<file path="config.mk">
export PLATFORM = sky130hd
export DESIGN_NAME = cram_load_packer
export DESIGN_NICKNAME = d
export VERILOG_FILES = /design/src/rtl/cram_load_packer.sv
export SDC_FILE = /design/constraint.sdc
export NUM_CORES = 1
export LEC_CHECK = 0
export CORE_ASPECT_RATIO = 1.1
export CORE_MARGIN = 2
export CORE_UTILIZATION = 49
export CTS_BUF_LIST = sky130_fd_sc_hd__clkbuf_16
export CTS_CLUSTER_DIAMETER = 80
export DETAILED_ROUTE_END_ITERATION = 7
export DONT_BUFFER_PORTS = 1
export PLACE_DENSITY_LB_ADDON = 0.08
export SYNTH_ARGS = -nofsm -noshare
export SYNTH_HDL_FRONTEND = slang
export SYNTH_SLANG_ARGS = --single-unit
</file>
<file path="constraint.sdc">
create_clock -name cram_clk -period 7.6 [get_ports cram_clk]
set_clock_uncertainty 0.15 [all_clocks]
set_input_delay 1.9 -clock cram_clk [delete_from_list [all_inputs] [get_ports cram_clk]]
set_output_delay 1.9 -clock cram_clk [all_outputs]
set_load 0.02 [all_outputs]
</file>
<file path="src/rtl/cram_load_packer.sv">
// Packs a byte stream into 32-bit words, queues them with their addresses and issues them
// to the cellular-RAM controller over a toggle handshake. Define CRAM_LOAD_BYTESWAP_EN for little-endian lane order.
module cram_load_packer #(
    parameter int         DEPTH = 4,
    parameter logic [7:0] PAD   = 8'hFF
) (
    input  logic        cram_clk,
    input  logic        reset_n,
    input  logic        start,
    input  logic [23:0] start_addr,
    input  logic        byte_valid,
    input  logic [7:0]  byte_data,
    output logic        byte_ready,
    input  logic        flush,
    output logic [23:0] wraddr,
    output logic [31:0] din,
    output logic        we_req,
    input  logic        we_ack,
    output logic [15:0] words_done,
    output logic        done
);
    localparam int AW = (DEPTH > 1) ? $clog2(DEPTH) : 1;
    localparam logic [AW:0] FULL_CNT = (AW+1)'(DEPTH);
    localparam logic [0:0] S_IDLE = 1'b0;
    localparam logic [0:0] S_WAIT = 1'b1;

    // Bit offset of a byte lane inside the packed word.
    function automatic logic [4:0] lane_lsb(input logic [1:0] lane);
`ifdef CRAM_LOAD_BYTESWAP_EN
        return {lane, 3'b000};
`else
        return {~lane, 3'b000};
`endif
    endfunction

    function automatic logic [31:0] put_lane(input logic [31:0] w, input logic [1:0] lane,
                                             input logic [7:0] b);
        logic [31:0] r;
        r = w;
        r[lane_lsb(lane) +: 8] = b;
        return r;
    endfunction

    function automatic logic [31:0] pad_word(input logic [31:0] w, input logic [2:0] filled);
        logic [31:0] r;
        r = w;
        for (int i = 0; i < 4; i++) begin
            if (i >= int'(filled)) r[lane_lsb(2'(i)) +: 8] = PAD;
        end
        return r;
    endfunction

    logic [1:0]  pack_cnt_q, pack_cnt_d;
    logic [31:0] word_q, word_d;
    logic [23:0] addr_q, addr_d;
    logic        flush_pend_q, flush_pend_d;
    logic [31:0] fifo_data_q [DEPTH];
    logic [23:0] fifo_addr_q [DEPTH];
    logic [AW-1:0] wr_ptr_q, rd_ptr_q;
    logic [AW:0]   count_q;
    logic [0:0]  state_q, state_d;
    logic        we_req_q, we_req_d;
    logic [23:0] wraddr_q, wraddr_d;
    logic [31:0] din_q, din_d;
    logic [15:0] words_done_q, words_done_d;
    logic        abort_q, abort_d;

    logic        fifo_full, fifo_empty, accept, push, pop;
    logic [31:0] word_acc, push_data;
    logic [2:0]  filled;
    logic        unused_addr_bits;

    assign unused_addr_bits = ^start_addr[1:0];
    assign fifo_full  = (count_q == FULL_CNT);
    assign fifo_empty = (count_q == '0);
    assign byte_ready = ~fifo_full & ~flush_pend_q & ~start;
    assign accept     = byte_valid & byte_ready;
    assign word_acc   = put_lane(word_q, pack_cnt_q, byte_data);
    assign filled     = {1'b0, pack_cnt_q} + {2'b00, accept};
    assign pop        = ~start & (state_q == S_IDLE) & (we_req_q == we_ack) & ~fifo_empty;

    always_comb begin
        push         = 1'b0;
        push_data    = word_acc;
        pack_cnt_d   = pack_cnt_q;
        word_d       = word_q;
        addr_d       = addr_q;
        flush_pend_d = flush_pend_q;
        if (start) begin
            pack_cnt_d   = 2'd0;
            flush_pend_d = 1'b0;
            addr_d       = {start_addr[23:2], 2'b00};
        end else if (accept && pack_cnt_q == 2'd3) begin
            // A flush on this edge refers to the next (empty) word, so it is dropped.
            push         = 1'b1;
            pack_cnt_d   = 2'd0;
            addr_d       = addr_q + 24'd4;
            flush_pend_d = 1'b0;
        end else if ((flush || flush_pend_q) && filled != 3'd0) begin
            if (!fifo_full) begin
                push         = 1'b1;
                push_data    = pad_word(word_acc, filled);
                pack_cnt_d   = 2'd0;
                addr_d       = addr_q + 24'd4;
                flush_pend_d = 1'b0;
            end else begin
                flush_pend_d = 1'b1;
            end
        end else begin
            flush_pend_d = 1'b0;
            if (accept) begin
                word_d     = word_acc;
                pack_cnt_d = pack_cnt_q + 2'd1;
            end
        end
    end

    always_comb begin
        state_d      = state_q;
        we_req_d     = we_req_q;
        wraddr_d     = wraddr_q;
        din_d        = din_q;
        words_done_d = words_done_q;
        abort_d      = abort_q;
        if (state_q == S_IDLE) begin
            if (pop) begin
                wraddr_d = fifo_addr_q[rd_ptr_q];
                din_d    = fifo_data_q[rd_ptr_q];
                we_req_d = ~we_req_q;
                state_d  = S_WAIT;
            end
        end else if (we_ack == we_req_q) begin
            state_d = S_IDLE;
            abort_d = 1'b0;
            if (!abort_q) words_done_d = words_done_q + 16'd1;
        end
        // A request already issued keeps running, but its ack belongs to the old session.
        if (start) begin
            words_done_d = 16'd0;
            abort_d      = (state_d == S_WAIT);
        end
    end

    always_ff @(posedge cram_clk) begin
        if (push && !start) begin
            fifo_data_q[wr_ptr_q] <= push_data;
            fifo_addr_q[wr_ptr_q] <= addr_q;
        end
    end

    always_ff @(posedge cram_clk or negedge reset_n) begin
        if (!reset_n) begin
            pack_cnt_q   <= 2'd0;
            word_q       <= 32'd0;
            addr_q       <= 24'd0;
            flush_pend_q <= 1'b0;
            wr_ptr_q     <= '0;
            rd_ptr_q     <= '0;
            count_q      <= '0;
            state_q      <= S_IDLE;
            we_req_q     <= 1'b0;
            wraddr_q     <= 24'd0;
            din_q        <= 32'd0;
            words_done_q <= 16'd0;
            abort_q      <= 1'b0;
        end else begin
            pack_cnt_q   <= pack_cnt_d;
            word_q       <= word_d;
            addr_q       <= addr_d;
            flush_pend_q <= flush_pend_d;
            if (start) begin
                wr_ptr_q <= '0;
                rd_ptr_q <= '0;
                count_q  <= '0;
            end else begin
                if (push) wr_ptr_q <= wr_ptr_q + 1'b1;
                if (pop)  rd_ptr_q <= rd_ptr_q + 1'b1;
                count_q <= count_q + (AW+1)'(push) - (AW+1)'(pop);
            end
            state_q      <= state_d;
            we_req_q     <= we_req_d;
            wraddr_q     <= wraddr_d;
            din_q        <= din_d;
            words_done_q <= words_done_d;
            abort_q      <= abort_d;
        end
    end

    assign wraddr     = wraddr_q;
    assign din        = din_q;
    assign we_req     = we_req_q;
    assign words_done = words_done_q;
    assign done       = (pack_cnt_q == 2'd0) & fifo_empty & (we_req_q == we_ack) & ~flush_pend_q;

endmodule
</file>
### Word level (Yosys, flattened, before mapping)

Memory sizes are Yosys's and may differ from the RTL's. A register that Yosys moved wholly into a read port is not among the register bits.
Index checks and enable logic that the tools add are counted.

* reductions and logical operators: 22
* muxes and demuxes: 43
* $lt $le $gt $ge: 4
* bitwise logic cells: 18
* div/mod/pow operators: 0
* multipliers: 0
* add/subtract/negate cells: 9
* shifts and indexed selects: 2
* eq/ne operators: 7

Operators with widths (count)
* $mux W32: 4
* $mux W24: 4
* $mux W16: 4
* $bwmux W32: 1
* $mux W8: 4
* $shift A8 B7 Y32 const A: 1
* $shiftx A8 B7 Y32: 1
* $add A24 B3 Y24 const B: 1
* $mux W2: 9
* $add A16 B1 Y16 const B: 1
* $mux W1: 16
* $and A1 B1 Y1: 9
* $not A1 Y1: 8
* $reduce_and A2 Y1: 4
* $reduce_bool A2 Y1: 4
* $neg A5 Y7: 1
* $add A2 B1 Y2 const B: 3
* $ge A1 B3 Y1 const A: 2
* $ge A2 B3 Y1 const A: 2
* $reduce_bool A3 Y1: 2
* $ne A4 B4 Y1 const B: 1
* $reduce_and A4 Y1: 1
* $reduce_bool A4 Y1: 1
* $add A2 B1 Y3: 1
* 15 further kinds: 20

* memory bits (writable): 224
* memories kept: 2
* output and inout bits: 75
* bits in latches: 0
* register bits after elaboration: 85
* input bits: 38
* bits in read-only memories: 0

Memory list
* fifo_data_q: depth 4, bits a word 32, read ports 1, clocked after Yosys merged registers in 1, write ports 1, line 57 `logic [31:0] fifo_data_q [DEPTH];`
* fifo_addr_q: depth 4, bits a word 24, read ports 1, clocked after Yosys merged registers in 1, write ports 1, line 58 `logic [23:0] fifo_addr_q [DEPTH];`

### Longest topological paths before layout

* depth in word-level cells: 14
* depth in mapped cells: 19
* mapped depth without buffers: 16

### Least setup slack after synthesis

No wires, ideal clock.

* path type: in2reg
* from: input port start
* to: memory fifo_addr_q[0][10], enable pin
* stages: 12
* arrival: 5.200 ns
* data required time: 7.033 ns
* slack: 1.833 ns
* library setup time: 0.417 ns
* cell sequence: buf_2 buf_1 buf_1 nor3_1 ha_1 inv_1 ha_1 o32a_2 o21ai_1 buf_2 nor2_1 and2_1

* word-level cells in the longest chain between the ends: 12
* elaborated cells between the ends (all ways): 14
* classes of those cells: add/sub: 1; mux: 5; bitwise: 3; reduce/logical: 5

Ends and longest elaborated chain
* from (decl): line 9 `input logic start,`
* $not A1 Y1 (no source line)
* $and A1 B1 Y1: line 76 `assign byte_ready = ~fifo_full & ~flush_pend_q & ~start;`
* $and A1 B1 Y1: line 77 `assign accept = byte_valid & byte_ready;`
* $add A2 B1 Y3: line 79 `assign filled = {1'b0, pack_cnt_q} + {2'b00, accept};`
* $reduce_bool A3 Y1: line 99 `end else if ((flush || flush_pend_q) && filled != 3'd0) begin`
* $logic_and A1 B1 Y1: line 99
* $mux W1: line 99
* $mux W1: line 93 `end else if (accept && pack_cnt_q == 2'd3) begin`
* $mux W1: line 89 `if (start) begin`
* $logic_and A1 B1 Y1 *: line 145 `if (push && !start) begin`
* $mux W1 *: line 145
* $mux W1 (not written as such) *: line 147 `fifo_addr_q[wr_ptr_q] <= addr_q;`
* to (decl): line 58

Every way passes the cells marked *; elsewhere a longest branch is shown, timed or not.

### Final worst setup path

* from: input port byte_valid
* to: register count_q[2]

* word-level cells in the longest chain between the ends: 10
* elaborated cells between the ends (all ways): 11
* classes of those cells: add/sub: 3; mux: 4; bitwise: 1; reduce/logical: 3

Ends and longest elaborated chain
* from (decl): line 11 `input logic byte_valid,`
* $and A1 B1 Y1 *: line 77
* $add A2 B1 Y3: line 79
* $reduce_bool A3 Y1: line 99
* $logic_and A1 B1 Y1: line 99
* $mux W1: line 99
* $mux W1 *: line 93
* $mux W1 *: line 89
* $add A3 B1 Y3 *: line 178 `count_q <= count_q + (AW+1)'(push) - (AW+1)'(pop);`
* $sub A3 B1 Y3 *: line 178
* $mux W3 *: line 171 `if (start) begin`
* to (signal assigned): line 178
* to (decl): line 60 `logic [AW:0] count_q;`

Marked as above.
A chain may end at the register's enable or synchronous reset.

==> results_dict.tcl <==
set metrics [dict create \
    status "completed" \
    die_w_um 168 \
    setup_viol 0 \
    ant_nets 0 \
    synth_cells 868 \
    via_per_inst 6.14 \
    ys_seq_elements 353 \
    powerDensity_mw_per_mm2 336 \
    cts_root_buf "clkbuf_16" \
    crit_required_ps 7840 \
    ys_top_cells_by_area "edfxtp_1 45%, dfrtp_1 24%, mux4_2 8.4%" \
    finalMaxSlewViolations 0 \
    htree_levels 2 \
    io_pins 113 \
    crit_fanout 12 \
    area_growth_pct 10.1 \
    start_kind "input pin" \
    slew-limit-headroom 0.341 \
    drv_cap 0 \
    fin_crit_sh 0.682 \
    hold_ws_ps 342 \
    layout-drive-gt1-share 0.204 \
    leakagePower_uw 0.00570 \
    yosys.area.top_type "edfxtp_1" \
    dp_hpwl_um 17700 \
    cts_buffer_depth 3 \
    total_power_uw 5370 \
    first_pass_iters 4 \
    clock_sinks 353 \
    fin_tns_setup_ps 0 \
    numCtsBuffers 36 \
    worst_pin_slew_ps 981 \
    start_util 0.495 \
    dr_total_vias 7780 \
    syn_area_mm2 0.0145 \
    min_path_type "register to register" \
    grt-ovfl-total 0 \
    cts_tree "built" \
    synth_enable_flop_cells 216 \
    drc 0 \
    synth_async_sr_flop_share 0.388 \
    die_area_mm2 0.0310 \
    cts_resized 0 \
    wl_per_cell_um 23.3 \
    groute.usage.overall 0.197 \
    gp_congestion 0.791 \
    finalNetCount 924 \
    grt_pass1_wl_um 46800 \
    cp-end-kind "register" \
    critical_path_arrival_ps 5420 \
    grt_max_degree 138 \
    multi_input_area_mm2 0.00430 \
    regArea_mm2 0.00992 \
    ir_drop_mv 0.169 \
    max_freq_ghz 0.193 \
    ys.flop_type "edfxtp_1" \
    clk_latency_ps 510 \
    syn_avg_cell_area_um2 16.7 \
    synth_cell_types 61 \
    grt_antenna_before_repair 0 \
    dieHeight_um 184 \
    drt_iter0_markers 625 \
    yosysSeqAreaShare 0.684 \
    synth_top_cell_area_share 0.447 \
    ys.warnings.count 0 \
    cts_hold_buf 0 \
    portBuffers 0 \
    cts_setup_buffers 0 \
    timing_worst_setup_path_type "input pin to register" \
    rows 66 \
    fillCellCount 2313 \
    core_area_mm2 0.0293 \
    rsz0062_at_grt "false" \
    num_antenna_cells 0 \
    grt_pass1_vias 8250 \
    hold_viol_final 0 \
    drt-total-wl_um 29500 \
    min_period_ps 5180 \
    clkTransAtPathRegs_ps 60 \
]
==> layout by cell type (no fill, tap or decap), types with 6 or more instances in the layout <==
| cell type | Yosys | final |
|---|---|---|
| xor2_1 | 6 | 6 |
| o31ai_1 | 19 | 19 |
| clkbuf_16 | 0 | 37 |
| and2_1 | 16 | 12 |
| nor2b_1 | 6 | 6 |
| dfrtp_1 | 137 | 135 |
| mux2_2 | 57 | 57 |
| xnor2_1 | 6 | 6 |
| a21oi_1 | 15 | 15 |
| or4_1 | 18 | 18 |
| a31oi_1 | 15 | 15 |
| nand4_1 | 8 | 8 |
| ha_1 | 17 | 17 |
| or3_1 | 6 | 6 |
| o21ai_0 | 13 | 13 |
| clkinv_1 | 2 | 8 |
| inv_1 | 19 | 25 |
| nand3_1 | 15 | 15 |
| nor3_1 | 9 | 9 |
| mux4_2 | 54 | 54 |
| a221o_1 | 32 | 32 |
| edfxtp_1 | 216 | 216 |
| nor2_1 | 34 | 34 |
| and4_1 | 6 | 6 |
| a22o_1 | 24 | 24 |
| and3_1 | 6 | 6 |
| nand2_1 | 26 | 26 |
==> cells by family (layout without fill, tap and decap cells) <==
logic type	count (synthesis)	count (layout)	synth area share
adder cells (fa/ha/maj)	18	18	0.0160
other	1	2	0.000259
AO/OA/AOI/OAI	135	135	0.0729
AND/OR/NAND/NOR	170	170	0.0672
multiplexers	115	115	0.131
flip-flops	353	353	0.684
buffers and inverters	63	87	0.0208
XOR/XNOR	13	13	0.00837
==> worst max-delay path, stage by stage <==
cell	delay [ps]
nand2b_1	80
nor3_1	200
ha_1	200
inv_1	60
ha_1	330
o32a_2	470
o21ai_1	760
nor2_1	250
inv_1	120
ha_1	230
inv_1	50
ha_1	130
inv_1	50
fa_1	370
xnor2_1	180
nor2_1	60
==> flip-flops by register name (all words and copies together) (netlist names) <==
signal,flops
pack_cnt_q,2
state_q,1
wraddr,22
abort_q,1
din,32
addr_q,22
fifo_data_q,128
count_q,3
we_req,1
rd_ptr_q,2
flush_pend_q,1
fifo_addr_q,88
word_q,32
words_done,16
wr_ptr_q,2
==> per-layer routing <==
metal | up-vias | global-route usage | wire length (µm)
met5 | - | 0 | 0
met2 | 206 | 0.342 | 15000
met1 | 4088 | 0.251 | 12200
li1 | 3448 | - | -
met3 | 38 | 0.0466 | 1740
met4 | 0 | 0.0480 | 491
==> path summary, 6_finish.rpt <==
check / startpoint / end / slack (ps) / cells past startpoint
setup / recovery: byte_valid / count_q[2]$_DFF_PN0_ / 2420 / 16
hold / removal: word_q[6]$_DFFE_PN0P_ / word_q[6]$_DFFE_PN0P_ / 340 / 1
hold reg to reg: word_q[6]$_DFFE_PN0P_ / word_q[6]$_DFFE_PN0P_ / 340 / 1
setup reg to reg: count_q[1]$_DFF_PN0_ / count_q[2]$_DFF_PN0_ / 2850 / 16
min in group asynchronous: reset_n / din[25]$_DFFE_PN0P_ / 940 / 0
max in group asynchronous: reset_n / rd_ptr_q[0]$_DFFE_PN0P_ / 6160 / 0
==> per-stage QoR <==
step | cell area, µm² | utilization | std cells | worst slack [ps]
after floorplan | 14500 | - | 869 | 1830
after global placement | 14800 | 0.505 | 1204 | 2060
after detailed placement | 14800 | 0.505 | 1204 | 1900
after CTS | 16000 | 0.545 | 1267 | 2430
after global routing | 16000 | 0.545 | 1267 | 2210
final | 16000 | 0.545 | 1267 | 2420
==> cell type report <==
| type | instances | area share |
|---|---|---|
| Clock buffer | 37 | 0.0580 |
| Clock inverter | 26 | 0.0155 |
| Inverter | 21 | 0.00494 |
| Multi-Input combinational cell | 453 | 0.269 |
| Sequential cell | 353 | 0.621 |
| Tap cell | 374 | 0.0293 |
| Timing Repair Buffer | 3 | 0.00141 |
==> Yosys cell counts (all sizes together), types with 3 or more instances <==
cell and n:
xnor2 7, nor3 9, a31oi 15, and2 17, nor2b 6, nor2 34, inv 19, nand2b 3
a22o 24, a21oi 15, xor2 6, o31ai 19, nand2 26, a221o 32, mux2i 4, ha 17
or3 6, or4 19, nand3 15, o31a 4, mux2 57, nor4 6, and4 6, o21ai 14
nand4 8, buf 26, clkbuf 16, mux4 54, edfxtp 216, and3 6, dfrtp 137
==> power breakdown <==
| group | leakage, µW | internal [µW] | switching, µW | total (µW) |
|---|---|---|---|---|
| combinational | 0.00141 | 432 | 416 | 847 |
| sequential | 0.00370 | 2380 | 392 | 2770 |
| clock | 0.000597 | 1050 | 699 | 1750 |
| total | 0.00570 | 3860 | 1510 | 5370 |
Power figures use the tool's default switching activity.
